==> config.mk <==
export PLATFORM = sky130hd
export DESIGN_NAME = bridge_decode_flat
export DESIGN_NICKNAME = d
export VERILOG_FILES = /design/src/rtl/bridge_decode_if.sv /design/src/rtl/bridge_decode.sv /design/src/flat_wrapper.sv
export SDC_FILE = /design/constraint.sdc
export NUM_CORES = 1
export LEC_CHECK = 0
export ABC_AREA = 1
export CAP_MARGIN = 20
export CELL_PAD_IN_SITES_DETAIL_PLACEMENT = 1
export CELL_PAD_IN_SITES_GLOBAL_PLACEMENT = 1
export CORE_ASPECT_RATIO = 0.8
export CORE_MARGIN = 2
export CORE_UTILIZATION = 25
export CTS_BUF_LIST = sky130_fd_sc_hd__clkbuf_4 sky130_fd_sc_hd__clkbuf_8
export CTS_CLUSTER_SIZE = 28
export DETAILED_ROUTE_END_ITERATION = 6
export PLACE_DENSITY_LB_ADDON = 0.2
export SETUP_SLACK_MARGIN = 0.2
export SLEW_MARGIN = 15
export SYNTH_ARGS = -nofsm -noshare
export SYNTH_HDL_FRONTEND = slang
export SYNTH_SLANG_ARGS = --single-unit
==> constraint.sdc <==
create_clock -name clk -period 2.85 [get_ports clk]
set_input_delay 0.7125 -clock clk [delete_from_list [all_inputs] [get_ports clk]]
set_output_delay 0.7125 -clock clk [all_outputs]
set_load 0.02 [all_outputs]
==> src/rtl/bridge_decode_if.sv <==
// rtl/bridge_decode_if.sv - host/slave bus bundle for the bridge address decoder
//
// Purpose: groups the host request/return signals and the slave fan-out signals.
// Ports (signals):
//   addr, wr, rd, wr_data   host request
//   rd_data, rd_valid       host read return
//   s_addr, s_wr_data       registered request, common to all slaves
//   s_wr, s_rd              one-hot slave strobes
//   s_rd_data               slave read data, slave i at [32*i +: 32]
// Modports: slave = decoder side, master = host plus slave-array side.
interface bridge_decode_if #(
    parameter int NUM_SLAVES = 4
);
    logic [31:0]              addr;
    logic                     wr;
    logic                     rd;
    logic [31:0]              wr_data;
    logic [31:0]              rd_data;
    logic                     rd_valid;
    logic [31:0]              s_addr;
    logic [31:0]              s_wr_data;
    logic [NUM_SLAVES-1:0]    s_wr;
    logic [NUM_SLAVES-1:0]    s_rd;
    logic [32*NUM_SLAVES-1:0] s_rd_data;

    modport slave (
        input  addr, wr, rd, wr_data, s_rd_data,
        output rd_data, rd_valid, s_addr, s_wr_data, s_wr, s_rd
    );

    modport master (
        output addr, wr, rd, wr_data, s_rd_data,
        input  rd_data, rd_valid, s_addr, s_wr_data, s_wr, s_rd
    );
endinterface

==> src/rtl/bridge_decode.sv <==
// rtl/bridge_decode.sv - address decoder and latency-matched read-return mux
//
// Purpose: registers the host request, fans it out to the slave picked by
// addr[SEL_LSB +: SEL_W], and returns that slave's read data RD_LATENCY+2
// cycles after the host read strobe. Unmapped reads return DEFAULT_DATA.
// Ports:
//   clk      bridge clock
//   reset_n  asynchronous active-low reset
//   bus      bridge_decode_if.slave (host request/return and slave fan-out)
module bridge_decode #(
    parameter int          NUM_SLAVES   = 4,
    parameter int          SEL_LSB      = 24,
    parameter int          SEL_W        = 2,
    parameter int          RD_LATENCY   = 1,
    parameter logic [31:0] DEFAULT_DATA = 32'hDEAD_BEEF
) (
    input  logic            clk,
    input  logic            reset_n,
    bridge_decode_if.slave  bus
);
    // One stage to register the request plus RD_LATENCY stages matching the slave.
    localparam int DEPTH = 1 + RD_LATENCY;
    // One extra bit so NUM_SLAVES == 2**SEL_W still compares correctly.
    localparam logic [SEL_W:0] NUM_SEL = (SEL_W + 1)'(NUM_SLAVES);

    logic [SEL_W-1:0] sel;
    logic             mapped;

    assign sel    = bus.addr[SEL_LSB +: SEL_W];
    assign mapped = ({1'b0, sel} < NUM_SEL);

    logic [31:0]                   s_addr_q,    s_addr_d;
    logic [31:0]                   s_wr_data_q, s_wr_data_d;
    logic [NUM_SLAVES-1:0]         s_wr_q,      s_wr_d;
    logic [NUM_SLAVES-1:0]         s_rd_q,      s_rd_d;
    logic [DEPTH-1:0]              pv_q,        pv_d;
    logic [DEPTH-1:0]              pm_q,        pm_d;
    logic [DEPTH-1:0][SEL_W-1:0]   ps_q,        ps_d;
    logic [31:0]                   rd_data_q,   rd_data_d;
    logic                          rd_valid_q,  rd_valid_d;
    logic [31:0]                   ret_data;

    always_comb begin
        s_addr_d    = bus.addr;
        s_wr_data_d = bus.wr_data;
        s_wr_d      = '0;
        s_rd_d      = '0;
        for (int i = 0; i < NUM_SLAVES; i++) begin
            if (mapped && sel == i[SEL_W-1:0]) begin
                s_wr_d[i] = bus.wr;
                s_rd_d[i] = bus.rd;
            end
        end

        // Unmapped reads still travel the pipeline so they return in order.
        pv_d = {pv_q[DEPTH-2:0], bus.rd};
        pm_d = {pm_q[DEPTH-2:0], mapped};
        ps_d = {ps_q[DEPTH-2:0], sel};

        // The oldest stage lines up with the cycle the slave data is valid.
        ret_data = DEFAULT_DATA;
        for (int i = 0; i < NUM_SLAVES; i++) begin
            if (pm_q[DEPTH-1] && ps_q[DEPTH-1] == i[SEL_W-1:0]) begin
                ret_data = bus.s_rd_data[32*i +: 32];
            end
        end

        rd_valid_d = pv_q[DEPTH-1];
        rd_data_d  = pv_q[DEPTH-1] ? ret_data : rd_data_q;
    end

    always_ff @(posedge clk or negedge reset_n) begin
        if (!reset_n) begin
            s_addr_q    <= '0;
            s_wr_data_q <= '0;
            s_wr_q      <= '0;
            s_rd_q      <= '0;
            pv_q        <= '0;
            pm_q        <= '0;
            ps_q        <= '0;
            rd_data_q   <= '0;
            rd_valid_q  <= 1'b0;
        end else begin
            s_addr_q    <= s_addr_d;
            s_wr_data_q <= s_wr_data_d;
            s_wr_q      <= s_wr_d;
            s_rd_q      <= s_rd_d;
            pv_q        <= pv_d;
            pm_q        <= pm_d;
            ps_q        <= ps_d;
            rd_data_q   <= rd_data_d;
            rd_valid_q  <= rd_valid_d;
        end
    end

    assign bus.s_addr    = s_addr_q;
    assign bus.s_wr_data = s_wr_data_q;
    assign bus.s_wr      = s_wr_q;
    assign bus.s_rd      = s_rd_q;
    assign bus.rd_data   = rd_data_q;
    assign bus.rd_valid  = rd_valid_q;
endmodule

==> src/flat_wrapper.sv <==
// flat-port wrapper written by rule: the top's interface ports become plain ports
module bridge_decode_flat 
#(
    parameter int          NUM_SLAVES   = 4,
    parameter int          SEL_LSB      = 24,
    parameter int          SEL_W        = 2,
    parameter int          RD_LATENCY   = 1,
    parameter logic [31:0] DEFAULT_DATA = 32'hDEAD_BEEF
)
  (clk, reset_n, bus_addr, bus_wr, bus_rd, bus_wr_data, bus_s_rd_data, bus_rd_data, bus_rd_valid, bus_s_addr, bus_s_wr_data, bus_s_wr, bus_s_rd);
  bridge_decode_if #(.NUM_SLAVES(NUM_SLAVES)) bus_i ();
  input  logic clk;
  input  logic reset_n;
  input wire logic [$bits(bus_i.addr)-1:0] bus_addr;
  input wire logic [$bits(bus_i.wr)-1:0] bus_wr;
  input wire logic [$bits(bus_i.rd)-1:0] bus_rd;
  input wire logic [$bits(bus_i.wr_data)-1:0] bus_wr_data;
  input wire logic [$bits(bus_i.s_rd_data)-1:0] bus_s_rd_data;
  output wire logic [$bits(bus_i.rd_data)-1:0] bus_rd_data;
  output wire logic [$bits(bus_i.rd_valid)-1:0] bus_rd_valid;
  output wire logic [$bits(bus_i.s_addr)-1:0] bus_s_addr;
  output wire logic [$bits(bus_i.s_wr_data)-1:0] bus_s_wr_data;
  output wire logic [$bits(bus_i.s_wr)-1:0] bus_s_wr;
  output wire logic [$bits(bus_i.s_rd)-1:0] bus_s_rd;
  assign bus_i.addr = bus_addr;
  assign bus_i.wr = bus_wr;
  assign bus_i.rd = bus_rd;
  assign bus_i.wr_data = bus_wr_data;
  assign bus_i.s_rd_data = bus_s_rd_data;
  assign bus_rd_data = bus_i.rd_data;
  assign bus_rd_valid = bus_i.rd_valid;
  assign bus_s_addr = bus_i.s_addr;
  assign bus_s_wr_data = bus_i.s_wr_data;
  assign bus_s_wr = bus_i.s_wr;
  assign bus_s_rd = bus_i.s_rd;
  bridge_decode #(.NUM_SLAVES(NUM_SLAVES), .SEL_LSB(SEL_LSB), .SEL_W(SEL_W), .RD_LATENCY(RD_LATENCY), .DEFAULT_DATA(DEFAULT_DATA)) u_core (.clk(clk), .reset_n(reset_n), .bus(bus_i));
endmodule
==> results of run 1 <==
==> routing by layer <==
layer	wire length, um	track usage
met3	934	0.0456
met4	185	0.0378
met1	7620	0.235
met2	9300	0.323
met5	0	0
==> kinds of logic (layout without fill, tap and decap cells) <==
logic type,Yosys count,in the layout,synth area share
AND/OR/NAND/NOR,303,303,0.271
other,1,1,0.000836
buffers and inverters,81,382,0.0725
flip-flops,111,111,0.619
AO/OA/AOI/OAI,32,32,0.0357
==> power groups by stage <==
stage | combinational (mW) | clock [mW] | sequential (mW)
after global routing | 0.941 | 1.07 | 1.75
after global placement | 0.866 | 0 | 1.76
after detailed placement | 0.879 | 0 | 1.77
final | 0.871 | 0.961 | 1.73
after CTS | 0.884 | 1.00 | 1.74
after floorplan | 0.172 | 0 | 1.88
==> flip-flops by register name (all words and copies together) (netlist names) <==
name and flops:
u_core.bus.s_rd 4, u_core.pv_q 2, u_core.bus.s_wr 4, u_core.bus.rd_data 32, u_core.bus.s_wr_data 32, u_core.bus.rd_valid 1, u_core.pm_q 2, u_core.bus.s_addr 32
u_core.ps_q 2
==> metrics by stage <==
step / hold slack, ns / instance area [um^2]
after floorplan: 0.331 / 4480
after global placement: 0.332 / 7740
after detailed placement: 0.340 / 7740
after CTS: 0.371 / 7940
after global routing: 0.381 / 7940
final: 0.367 / 7940
==> worst paths after layout <==
| path | end | depth (start not counted) |
|---|---|---|
| min in group asynchronous | u_core.bus.s_wr_data[4]$_DFF_PN0_ | 1 |
| max in group asynchronous | u_core.bus.s_wr_data[28]$_DFF_PN0_ | 2 |
| max | bus_rd_data[4] | 1 |
| max reg2reg | u_core.bus.rd_data[10]$_DFFE_PN0P_ | 6 |
| min reg2reg | u_core.pm_q[1]$_DFF_PN0_ | 0 |
| min | u_core.pm_q[1]$_DFF_PN0_ | 0 |
==> cells in the mapped netlist (all sizes together) <==
| cell | count | area [um^2] |
|---|---|---|
| dfrtp | 111 | 2780 |
| buf | 15 | 77.6 |
| nand2 | 201 | 754 |
| nor2 | 67 | 256 |
| nand4 | 16 | 100 |
| o21ai | 32 | 160 |
| nor3 | 9 | 56.3 |
| conb | 1 | 3.75 |
| clkbuf | 12 | 45.0 |
| nand3 | 10 | 50.1 |
| inv | 54 | 203 |
==> layout make-up <==
cell class	count	area [um^2]	area share
repair buffers	312	3090	0.389
flip-flops and latches	111	2780	0.350
multi-input cells	336	1390	0.175
well taps	225	282	0.0355
inverters	54	203	0.0255
clock buffers	9	124	0.0156
clock inverters	7	77.6	0.00977
==> results.cfg, run 1 <==
[timing]
finalCritPeriodShare = 0.757
worstMarginPinSlew_ns = 0.912
finalWorstPathRequiredPeriod_ns = 2.16
setup-violations-final = 0
rsz0062_at_grt = false
max_freq_ghz = 0.463
setup_slack_ns = 0.692
relSlewSlack = 0.391
drv_slew = 0
finalClockSkew_ns = 0.0113
hold_viol = 0
fin_tns_setup_ns = 0

[cells_and_area]
drive_above_1_share = 0.0422
fillers = 2017
nets = 1020
final_cells = 1054
postLayoutCoreUtil = 0.455
antennaDiodeCount = 0
final_cell_mix = clkdlybuf4s50_1, nand2_1, dfrtp_1, nor2_1, inv_1
final_common_cell = clkdlybuf4s50_1
area.growth.synth_to_final_pct = 77.1

[place]
place_ws_ns = 0.772
placed_cells = 1038
dp_hpwl_um = 14100
portBuffers = 300
gp_congestion = 0.829

[route]
drt_first_pass_iters = 4
drcViolationCount = 0
vias = 4498
vias_per_cell = 4.27
route.antenna.remaining_nets = 0
first_iter_violations = 168
drt_wl_total_um = 18000
routedWlPerCell_um = 17.1

[grt]
grt_pass1_vias = 4939
grt_max_degree = 69
grt.total_usage = 0.185
grt_pass1_wl_um = 27300
antenna_found_initial = 0
grt-ovfl-total = 0

[pwr]
leakage_nw = 3.72
ir_worst_vdd_mv = 0.243
swShare = 0.299
comb_power_share = 0.244
p_total_mw = 3.57
seq_power_share = 0.486
p_clk_frac = 0.269
p_int_mw = 2.50
power_density_nw_per_um2 = 449
power_switching_mw = 1.07

[cts]
post-cts-setup-buffers = 0
numCtsBuffers = 9
clock_path_buffers = 2
postCtsHoldBufs = 0
clock-sinks = 111
cts_tree = done
clock_latency_ns = 0.38
cts-root-buf = clkbuf_8
cts_resized = 0
htreeDepth = 3
cts.clk_slew.worst_paths_ns = 0.10

[yosys]
synthDistinctLibCells = 17
seq_area_frac_synth = 0.619
synthCells = 528
synth_nets = 724
ys_ff_latch = 111
syn-cell-area_um2 = 4480
syn_area_per_cell_um2 = 8.49
synth_warnings = 0

[worst_setup_path]
path_cells = clkdlybuf4s50_1
cp_top_family = buffers and inverters
end_kind = output pin
crit_type = register to output pin
cp_slowest_cell = clkdlybuf4s50_1
crit_buf_inv = 1
startpoint = u_core.bus.rd_data[4]$_DFFE_PN0P_
worstPathMaxFanout = 2
cpPeakStageDelay_ns = 0.63
cp.arrival_ns = 1.45
r2r_start = u_core.ps_q[2]$_DFF_PN0_
regToRegSetupSlack_ns = 0.80
critPathLaunchType = register
cp.required_ns = 2.14

[run]
drv_cap = 0

[outcome]
status = completed

[die]
die_h_um = 124
start_util = 0.257
die_area_um2 = 19000
core_area_um2 = 17400
ios = 301
fp-row-count = 43
die_width_um = 154

[hold_path]
hp-class = register to register
min_from = u_core.pm_q[0]$_DFF_PN0_
No activity file was read; power rests on OpenSTA's default activity.
==> inputs of run 2 (changes only) <==
- CORE_UTILIZATION: 25 -> 23
- clock period: 2.85 -> 1.9 ns (I/O delays scaled with it)
==> run 2 against run 1 <==
  * Total power up 48%
  * Combinational power up 40%
  * First-iteration DRC count up 3.6%
==> results.cfg, run 2 (synthesis gave the netlist of run 1 again) <==
[outcome]
status = completed

[cells_and_area]
area.growth.synth_to_final_pct = 77.1
multi_input_area_um2 = 1390
drive_above_1_share = 0.0480
final_common_cell = nand2_1
nets = 1025
final_cell_mix = nand2_1, clkdlybuf4s50_1, dfrtp_1, dlygate4sd2_1, nor2_1
antennaDiodeCount = 0
postLayoutCoreUtil = 0.417
fillers = 2285
seqCellArea_um2 = 2780
postLayoutCellArea_um2 = 7940

[worst_setup_path]
cp_slowest_cell = dfrtp_1
path_cells = dlygate4sd2_1
ff2ff_path_depth = 6
cp_top_family = flip-flops
reg2reg_to = u_core.bus.rd_data[22]$_DFFE_PN0P_
cp.required_ns = 1.42
crit_buf_inv = 1
cp-endpoint = bus_rd_data[4]
cp.arrival_ns = 1.18
critPathLaunchType = register
crit_type = register to output pin
r2r_start = u_core.ps_q[2]$_DFF_PN0_
cp.depth = 1
worstPathMaxFanout = 2
cpPeakStageDelay_ns = 0.40
startpoint = u_core.bus.rd_data[4]$_DFFE_PN0P_
end_kind = output pin
regToRegSetupSlack_ns = 0.37

[timing]
finalWorstPathRequiredPeriod_ns = 1.65
max_freq_ghz = 0.606
setup-violations-final = 0
finalClockSkew_ns = 0.0142
hold_viol = 0
worstMarginPinSlew_ns = 0.564
fin_tns_setup_ns = 0
relSlewSlack = 0.624
finalCritPeriodShare = 0.869
rsz0062_at_grt = true
drv_slew = 0
hold_slack_ns = 0.0606

[die]
core_area_um2 = 19000
die_area_um2 = 20600
fp-row-count = 45
die_h_um = 129
start_util = 0.236
die_width_um = 160
ios = 301

[cts]
cts.clk_slew.worst_paths_ns = 0.11
postCtsHoldBufs = 0
cts-root-buf = clkbuf_8
cts_tree = done
clock_path_buffers = 2
clock-sinks = 111
clock_latency_ns = 0.39
htreeDepth = 3
numCtsBuffers = 9

[grt]
grt-ovfl-total = 0
grt_max_degree = 59
grt_pass1_vias = 4976
antenna_found_initial = 2
grt_pass1_wl_um = 27200
grt.total_usage = 0.170

[run]
drv_cap = 0

[pwr]
swShare = 0.305
p_clk_frac = 0.279
seq_power_share = 0.490
ir_worst_vdd_mv = 0.377
power_switching_mw = 1.61
comb_power_share = 0.230
power_density_nw_per_um2 = 665
p_int_mw = 3.67
leakage_nw = 3.93

[route]
drcViolationCount = 0
routedWlPerCell_um = 16.0
drt_first_pass_iters = 4
vias_per_cell = 4.07
first_iter_violations = 174
drt_wl_total_um = 17400
vias = 4446
route.antenna.remaining_nets = 0

[place]
portBuffers = 300
placed_area_um2 = 7870
gp_congestion = 0.783
dp_hpwl_um = 13800

[hold_path]
hp-class = primary input to async pin
[run 2: through the flow]
step,power (mW),setup slack (ns),std cells
3_3_place_gp,3.96,0.401,1076
2_1_floorplan,3.08,0.617,528
6_report,5.28,0.249,1092
5_1_grt,5.58,0.200,1092
3_5_place_dp,3.99,0.395,1076
4_1_cts,5.41,0.199,1092
[run 2: how the worst min path moves through the flow]
| stage | startpoint | end | cells after the start |
|---|---|---|---|
| floorplan | reset_n | u_core.bus.rd_data[0]$_DFFE_PN0P_ | 0 |
| global placement | u_core.pv_q[0]$_DFF_PN0_ | u_core.pv_q[1]$_DFF_PN0_ | 0 |
| detailed placement | u_core.pm_q[0]$_DFF_PN0_ | u_core.pm_q[1]$_DFF_PN0_ | 0 |
| CTS | reset_n | u_core.bus.s_addr[12]$_DFF_PN0_ | 1 |
| global route | reset_n | u_core.bus.s_wr_data[7]$_DFF_PN0_ | 1 |
| finish | reset_n | u_core.bus.s_wr_data[8]$_DFF_PN0_ | 1 |
[run 2: timing repair]
action	4_1_cts	5_1_grt
endpoints found under the setup margin	105	2
gates cloned	0	0
resized for setup	105	2
buffers inserted	0	0
[run 2: routing by layer]
layer	wire [um]	vias to the layer above	GRT usage	part of all wire
li1	-	2199	-	-
met1	7470	2078	0.211	0.43
met2	8530	147	0.289	0.49
met3	1180	20	0.0535	0.067
met4	246	2	0.0477	0.014
met5	13	-	0	0.00075
[run 2: power by group through the flow]
stage | logic, mW | registers, mW | clock network [mW]
5_1_grt | 1.33 | 2.61 | 1.64
4_1_cts | 1.24 | 2.59 | 1.58
3_5_place_dp | 1.34 | 2.64 | 0
6_report | 1.22 | 2.59 | 1.48
3_3_place_gp | 1.33 | 2.64 | 0
2_1_floorplan | 0.257 | 2.82 | 0
[run 2: layout make-up]
class / instances / area share
Sequential cell: 111 / 0.350
Multi-Input combinational cell: 336 / 0.175
Tap cell: 258 / 0.0406
Clock buffer: 9 / 0.0156
Timing Repair Buffer: 317 / 0.384
Inverter: 54 / 0.0255
Clock inverter: 7 / 0.0102
[run 2: worst reg2reg max path: stages, from the launching register on]
cell and delay (ns):
dfrtp_1 0.49, buf_4 0.22, nor2_1 0.41, nand3_1 0.15
nand2_1 0.09, o21ai_1 0.06, nand2_1 0.06
